--- config.mk ---
export PLATFORM = sky130hd
export DESIGN_NAME = cl_word_unpacker
export DESIGN_NICKNAME = d
export VERILOG_FILES = /design/src/rtl/cl_word_unpacker.sv
export SDC_FILE = /design/constraint.sdc
export NUM_CORES = 1
export LEC_CHECK = 0
export CORE_MARGIN = 2
export CORE_UTILIZATION = 40
export CTS_BUF_LIST = sky130_fd_sc_hd__clkbuf_16
export DETAILED_ROUTE_END_ITERATION = 8
export HOLD_SLACK_MARGIN = 0.15
export PLACE_DENSITY = 0.67
export SETUP_SLACK_MARGIN = 0.02
export SYNTH_ARGS = -nofsm -noshare
export SYNTH_HDL_FRONTEND = slang
export SYNTH_SLANG_ARGS = --single-unit
--- constraint.sdc ---
create_clock -name clk -period 3.35 [get_ports clk]
set_input_delay 0.67 -clock clk [delete_from_list [all_inputs] [get_ports clk]]
set_output_delay 0.67 -clock clk [all_outputs]
set_load 0.005 [all_outputs]
--- src/rtl/cl_word_unpacker.sv ---
`default_nettype none
// +-----------------------------------------------------------------------------+
// | cl_word_unpacker                                                            |
// | Pops cache lines from the DMA read FIFO and streams them out as words       |
// | under valid/ready, counting lines and raising done after the final word.    |
// | Optional: CL_UNPACK_BYTE_SWAP_EN byte-reverses each output word.            |
// | Revision: 1.0                                                               |
// +-----------------------------------------------------------------------------+
module cl_word_unpacker #(
  parameter int CL_WIDTH   = 512,
  parameter int WORD_WIDTH = 32,
  parameter int SIZE_WIDTH = 43
) (
  input  logic                  clk,
  input  logic                  rst,
  input  logic                  go,
  input  logic [SIZE_WIDTH-1:0] size,
  input  logic                  dma_empty,
  input  logic [CL_WIDTH-1:0]   dma_rd_data,
  output logic                  dma_rd_en,
  output logic                  word_valid,
  output logic [WORD_WIDTH-1:0] word_data,
  output logic                  word_last,
  input  logic                  word_ready,
  output logic                  done
);

  localparam int c_WORDS = CL_WIDTH / WORD_WIDTH;
  localparam int c_IDX_W = $clog2(c_WORDS);
  localparam logic [c_IDX_W-1:0] c_LAST = c_IDX_W'(c_WORDS - 1);

  typedef enum logic [1:0] {
    S_IDLE = 2'd0,
    S_RUN  = 2'd1,
    S_DONE = 2'd2
  } state_t;

  state_t                r_state;
  logic [CL_WIDTH-1:0]   r_buf;
  logic                  r_buf_valid;
  logic [c_IDX_W-1:0]    r_idx;
  logic [SIZE_WIDTH-1:0] r_lines_left;
  logic                  r_done;

  logic                  w_accept;
  logic                  w_at_last;
  logic                  w_rd_en;
  logic [WORD_WIDTH-1:0] w_words [c_WORDS];
  logic [WORD_WIDTH-1:0] w_raw;

  assign w_accept  = r_buf_valid && word_ready;
  assign w_at_last = (r_idx == c_LAST);

  // Refill either into an empty buffer or on the handshake of the last word,
  // so consecutive lines stream without a bubble.
  assign w_rd_en = !rst && (r_state == S_RUN) && (r_lines_left != '0) && !dma_empty &&
                   (!r_buf_valid || (word_ready && w_at_last));

  always_ff @(posedge clk) begin
    if (rst) begin
      r_state      <= S_IDLE;
      r_buf        <= '0;
      r_buf_valid  <= 1'b0;
      r_idx        <= '0;
      r_lines_left <= '0;
      r_done       <= 1'b0;
    end else begin
      case (r_state)
        S_IDLE, S_DONE: begin
          if (go) begin
            r_state      <= S_RUN;
            r_lines_left <= size;
            r_buf_valid  <= 1'b0;
            r_idx        <= '0;
            r_done       <= 1'b0;
          end
        end
        S_RUN: begin
          if (w_rd_en) begin
            r_buf        <= dma_rd_data;
            r_buf_valid  <= 1'b1;
            r_idx        <= '0;
            r_lines_left <= r_lines_left - SIZE_WIDTH'(1);
          end else if (w_accept) begin
            if (w_at_last) begin
              r_buf_valid <= 1'b0;
              r_idx       <= '0;
            end else begin
              r_idx <= r_idx + c_IDX_W'(1);
            end
          end
          if ((r_lines_left == '0) && (!r_buf_valid || (w_accept && w_at_last))) begin
            r_state <= S_DONE;
            r_done  <= 1'b1;
          end
        end
        default: r_state <= S_IDLE;
      endcase
    end
  end

  generate
    for (genvar gi = 0; gi < c_WORDS; gi++) begin : g_words
      assign w_words[gi] = r_buf[gi*WORD_WIDTH +: WORD_WIDTH];
    end
  endgenerate

  assign w_raw = w_words[r_idx];

`ifdef CL_UNPACK_BYTE_SWAP_EN
  always_comb begin
    word_data = '0;
    for (int b = 0; b < WORD_WIDTH / 8; b++) begin
      word_data[b*8 +: 8] = w_raw[WORD_WIDTH - 8 - b*8 +: 8];
    end
  end
`else
  assign word_data = w_raw;
`endif

  assign dma_rd_en  = w_rd_en;
  assign word_valid = r_buf_valid;
  assign word_last  = r_buf_valid && w_at_last;
  assign done       = r_done;

endmodule
`default_nettype wire

==> results of run 1 <==
final cells by class:
class,count,area (um^2)
Multi-Input combinational cell,2076,12160
Timing Repair Buffer,750,7939
Fill cell,5476,26250
Clock buffer,61,1526
Tap cell,782,978.4
Sequential cell,563,11280
Antenna cell,30,75.07
Inverter,5,26.28
Clock inverter,46,346.6
cell families after synthesis:
logic type	share of synthesized area, %
buffers and inverters	5.037
adders and majority gates	0.1525
and+or+nand+nor	19.85
AOI/OAI and AO/OA	14.54
DFF	45.78
muxes	14.64
worst max-delay path by stage:
stage | to | from | cells past startpoint | slack [ns]
after floorplan | word_data[24] | r_idx[0] | 6 | 0.27
after global placement | dma_rd_en | word_ready | 7 | 0.05
after detailed placement | dma_rd_en | word_ready | 7 | 0.06
after CTS | word_data[19] | r_idx[0] | 7 | -0.15
after global routing | word_data[19] | r_idx[0] | 7 | -0.15
final | word_data[24] | r_idx[0] | 7 | -0.09
report_power, final:
group | internal [W] | total (W) | switching (W)
Combinational | 0.00102 | 0.00196 | 0.000938
Clock | 0.00366 | 0.00644 | 0.00278
Sequential | 0.00690 | 0.00704 | 0.000133
cells in the final DEF, fill, tap and decap left out, drive strengths merged, types with 7 or more instances in the layout:
cell type / count
a21oi: 577
and2: 7
buf: 186
clkbuf: 64
clkdlybuf4s50: 561
clkinv: 27
dfxtp: 563
diode: 30
inv: 18
mux4: 160
nand2: 1103
nand3: 17
nor2: 33
nor3: 18
nor4: 11
o21ai: 45
o31ai: 14
or3: 8
what timing repair did:
item                       in CTS  in global routing
gates resized for setup       213                 47
gates cloned                    7                  2
pin swaps                       7                  3
setup endpoints to repair      33                174
hold endpoints to repair        0                  0
buffers inserted               67                 11
through the flow:
step | setup WS [ns] | total power, W | util [%] | hold slack, ns | area (um^2)
after floorplan | 0.2740 | 0.008033 | - | 0.4331 | 24620
after global placement | 0.05057 | 0.009081 | 51.54 | 0.4388 | 31220
after detailed placement | 0.06093 | 0.009091 | 51.54 | 0.4431 | 31220
after CTS | -0.1493 | 0.01551 | 56.18 | 0.2838 | 34030
after global routing | -0.1491 | 0.01599 | 56.65 | 0.3029 | 34320
final | -0.09132 | 0.01543 | 56.67 | 0.3233 | 34330
sequential cells by signal, indices dropped and copies added, names as in the netlist:
register,flops
done,1
r_buf,512
r_idx,4
r_lines_left,43
r_state,2
word_valid,1
per-layer routing:
metal / GRT usage [%] / share of wire (%) / wire length (um) / vias to the layer above
met2: 44.72 / 47 / 43560 / 875
met4: 14.56 / 4.4 / 4036 / 12
met1: 35.28 / 40 / 36880 / 11060
met5: 0 / 0.088 / 81 / -
li1: - / - / - / 11050
met3: 6.727 / 8.4 / 7775 / 151
==> metrics.txt, run 1 <==
outcome=finished with violations; failing checks=setup timing; Sink Count=563; worst r2r src=r_idx[0]; vias in the first global route=between 20000 and 25000; final hold violations=0; row count=90; CTS Buf Count=about 60; Critical Path End Type=output pin; min Tclk post-route=around 3.4 ns; fin nets=between 4000 and 5000; Die Y=between 200 and 300 um; hold_sp=rst; H-tree depth=2; TritonCTS clock tree=done; post-synthesis sequential area ratio=a little under half; WHS Path Cells=2; cell taking the most area after synthesis=dfxtp_1; max cap viols=0; cell mode on critical path=buf_12; #FFs+latches synth=approximately 560; Slew Viols, Final=0; R2R Path End=r_state[0]; worst min path class=in2reg; Synth async-reset ratio=0%; die area=63540 um^2; share of layout cells above drive strength 1=approximately 13%; CP delay by family, top=multiplexers; Post-Route WL=between 90 and 100 mm; core area=between 60000 and 70000 um^2; clk root buf=clkbuf_16; Setup WS post-layout=-0.09132 ns; routed vias=around 23000; Synthesized Nets=between 3000 and 4000; startpoint types=flip-flop; worst-margin pin slew=about 1.0 ns; grt ovf=0; Cell Count, Final, Fillers Out=4313; Post-synth EDFFs=0; Iter 0 DRT Violations=between 2000 and 2500; skew final=~0.021 ns; most common cell in the netlist=nand2_1; Pwr per Cell Area=approximately 450 nW/um^2; CP cell instances=buf_12 > buf_12 > buf_16 > buf_12 > mux4_2 > mux4_2 > buf_6; initial core utilization=~41%; first-pass GRT wire length=133.7 mm; Reg2Reg Depth=24; static leakage=roughly 12 nW; Max clock buf depth=3; Syn Std Cell Area=roughly 25000 um^2; WP data arrival=about 2.8 ns; DR WL/cell=~21 um; crit-path max FO=6; drt pass-1 iters=5; initial antenna violation count=41; Most used DFF post-synth=dfxtp_1; Die X=252.1 um; yosys warns=0; Commonest cells post-synth=1103 x nand2_1, 577 x a21oi_1, 563 x dfxtp_1; Setup TNS=-0.8097 ns; DRC violations left=0; hold bufs inserted after CTS=0; Synth cell types=54; headroom to the max-slew limit=roughly a third; CP max-delay cell=mux4_2; post-synthesis area per instance=8.533 um^2; Hold Path End=r_buf[500]; unrepaired setup endpoints after global routing=true; fmax=between 200 and 300 MHz; worst vdd ir=approximately 400 uV; Cells after DPL=slightly above 4000; CP required=2.68 ns; largest net degree at the start of global routing=between 200 and 250; fin crit share=102.7%; synth top area cells=dfxtp_1 46%, nand2_1 17%, mux4_2 15%; max incr delay on CP=just over 0.6 ns; clk slew on worst S/H paths=0.06 ns; dpl hpwl=approximately 65 mm; buffers and inverters on the worst path=5; Mapped Cells=2885; Final Wtd Congestion=~0.84; Clock Latency Late Sink=about 0.63 ns; vias per inst=approximately 5.4; R2R Setup Slk=approximately 0.10 ns; setup violators final=21; I/O Pins=596; All-Layer GR Usage=between 20 and 30%; Antenna Nets Post-Route=0; area grow syn2layout=39.47%; top-area cell type share of the netlist area=45.78%; number of port buffers=between 500 and 600; worst setup path category=reg2out
Power figures use the tool's default switching activity.
==> run 2: changes to the inputs <==
--- a/config.mk
+++ b/config.mk
@@ -6,11 +6,11 @@
 export NUM_CORES = 1
 export LEC_CHECK = 0
 export CORE_MARGIN = 2
-export CORE_UTILIZATION = 40
+export CORE_UTILIZATION = 45
 export CTS_BUF_LIST = sky130_fd_sc_hd__clkbuf_16
 export DETAILED_ROUTE_END_ITERATION = 8
 export HOLD_SLACK_MARGIN = 0.15
-export PLACE_DENSITY = 0.67
+export PLACE_DENSITY = 0.74
 export SETUP_SLACK_MARGIN = 0.02
 export SYNTH_ARGS = -nofsm -noshare
 export SYNTH_HDL_FRONTEND = slang
==> metrics.txt, run 2 (synthesized netlist as in run 1, its figures left out) <==
max cap viols=0 (unchanged); Comb pwr share=13.1% (+0.4 points); first-pass GRT wire length=135.3 mm (+1.2%); worst min path class=in2reg; Critical Path End Type=output pin; fillcell total=4399 (-20%); final hold violations=0 (unchanged); number of port buffers=595 (unchanged); vias in the first global route=22980 (+4.8%); outcome=finished with violations; die area=56590 um^2 (-11%); unrepaired setup endpoints after global routing=true; CTS Buf Count=58 (-1.7%); max incr delay on CP=0.57 ns (-0.04 ns); DR WL/cell=22.04 um (+3.0%); GRT met3 Usage=5.946% (-0.78 points); M1 GR Usage=40.00% (+4.7 points); All-Layer GR Usage=31.44% (+3.4 points); fmax=296.2 MHz (+1.9%); WP data arrival=2.71 ns (-0.06 ns); core area=53920 um^2 (-11%); Final Wtd Congestion=0.9296 (+10%); vias per inst=5.676 (+5.8%); NetSw=0.003878 W (+0.70%); most common cell after layout, fill and taps aside=nand2_1; startpoint types=flip-flop; static leakage=11.52 nW (-1.7%); Die Y=237.9 um (-5.6%); Post-Route WL=92.32 mm (about the same); CP required=2.68 ns (about the same); setup violators final=4 (-81%); clock share of power=41.0% (-0.7 points); Power, Total=0.01533 W (-0.68%); Max clock buf depth=3 (unchanged); worst setup path category=reg2out; failing checks=setup timing; Pwr per Cell Area=453.3 nW/um^2 (+0.83%); Sink Count=563 (unchanged); clk slew on worst S/H paths=0.07 ns (about the same); H-tree depth=2 (unchanged); dpl hpwl=66.92 mm (+2.7%); Antenna Nets Post-Route=0 (unchanged); worst vdd ir=446.9 uV (+11%); worst-margin pin slew=1.073 ns (+0.05054 ns); crit-path max FO=8 (+2); most frequent cells in the layout=1103 x nand2_1, 576 x a21oi_1, 561 x clkdlybuf4s50_1, 557 x dfxtp_1, 160 x mux4_2; Die X=237.9 um (-5.6%); area grow syn2layout=37.38%; DRC violations left=0 (unchanged); Iter 0 DRT Violations=2534 (+19%); Clock Latency Late Sink=0.62 ns (about the same); GRT Max-Usage Layer=met2; headroom to the max-slew limit=28.44% (-3.4 points); utilization after layout=62.72% (+6.0 points); initial core utilization=45.65% (+5.0 points); share of layout cells above drive strength 1=12.30% (-0.64 points); skew final=0.01484 ns (-0.005908 ns); largest net degree at the start of global routing=225 (+5.6%); initial antenna violation count=21 (-49%); cell mode on critical path=buf_12; min Tclk post-route=3.376 ns (-0.06512 ns); CP cell instances=buf_12 > buf_12 > buf_12 > buf_6 > mux4_2 > mux4_2 > buf_6; fin crit share=100.8% (-1.9 points); Largest Register=r_buf; P_int=0.01145 W (-1.1%); drt pass-1 iters=7 (+2); Flop pwr share=45.9% (+0.3 points); Slew Viols, Final=0 (unchanged); I/O Pins=596 (unchanged); GR Util met2=52.53% (+7.8 points); grt ovf=0 (unchanged); row count=85 (-5.6%); sw frac=25.30% (+0.34 points); routed vias=23770 (+2.7%); Largest regs=r_buf: 512 flops, r_lines_left: 43 flops, r_idx: 4 flops; Setup WS post-layout=-0.02620 ns (+0.06512 ns); CP max-delay cell=mux4_2; fin nets=3989 (-0.72%); clk root buf=clkbuf_16; TritonCTS clock tree=done; max reg flops=512 (unchanged)
[run 2: changes by cell type in the layout (fill, tap and decap cells not counted), moves of 4 or more]
cell and delta:
buf_6 -28, diode_2 -9, buf_12 +4, buf_2 +4, clkbuf_16 -4
[run 2: per-stage QoR]
stage | worst slack (ns) | std cells | hold WS [ns] | setup TNS (ns) | cell area (um^2)
after global placement | 0.03084 | 4010 | 0.4386 | 0 | 31160
final | -0.02620 | 4188 | 0.4023 | -0.07840 | 33820
after global routing | -0.09871 | 4182 | 0.3887 | -0.8771 | 33800
after floorplan | 0.2740 | 2885 | 0.4331 | 0 | 24620
after detailed placement | 0.04232 | 4010 | 0.4435 | 0 | 31160
after CTS | -0.1195 | 4160 | 0.3669 | -1.485 | 33670
[run 2: layout make-up]
cell class	instances	area [um^2]	share of cell area [%]
diodes	21	52.55	0.1554
clock buffers	58	1451	4.292
clock inverters	47	360.3	1.066
inverters	5	26.28	0.07769
multi-input cells	2076	12160	35.97
flip-flops and latches	563	11290	33.37
well taps	696	870.8	2.575
repair buffers	722	7609	22.50
[run 2: worst max-delay path: cells and delay by family (launching register included)]
family / cells / cell delay, ns
buf+inv: 5 / 0.62
flops: 1 / 0.40
mux: 2 / 1.06
[run 2: what timing repair did]
item,in CTS,in global routing
pin swaps,3,5
resized for setup,203,23
setup endpoints to repair,33,183
setup buffers,38,11
hold buffers,0,0
cloned,8,1
[run 2: power by group through the flow]
stage          sequential, W  clock (W)  combinational, W
2_1_floorplan        0.00714          0          0.000895
3_3_place_gp         0.00716          0           0.00190
3_5_place_dp         0.00718          0           0.00193
4_1_cts              0.00703    0.00634           0.00197
5_1_grt              0.00706    0.00662           0.00215
6_report             0.00704    0.00628           0.00200
[run 2: per-layer routing]
metal	share of wire, %	wire [um]
met5	0.013	12
met4	4.2	3832
met3	8.9	8220
met2	48	44600
met1	39	35650
[run 2: worst paths after layout]
path / startpoint / end / slack, ns / cells past startpoint
max: r_idx[0] / word_data[28] / -0.03 / 7
min: rst / r_buf[461] / 0.40 / 2
max reg2reg: r_lines_left[38] / r_buf[180] / 0.24 / 9
min reg2reg: r_buf[464] / r_buf[464] / 0.45 / 2
==> run 3: changes to the inputs <==
--- a/config.mk
+++ b/config.mk
@@ -8,6 +8,7 @@
 export CORE_MARGIN = 2
 export CORE_UTILIZATION = 45
 export CTS_BUF_LIST = sky130_fd_sc_hd__clkbuf_16
+export CTS_CLUSTER_SIZE = 16
 export DETAILED_ROUTE_END_ITERATION = 8
 export HOLD_SLACK_MARGIN = 0.15
 export PLACE_DENSITY = 0.74
==> results of run 3 <==
Final layout, timing and power as in run 2 (identical DEF).
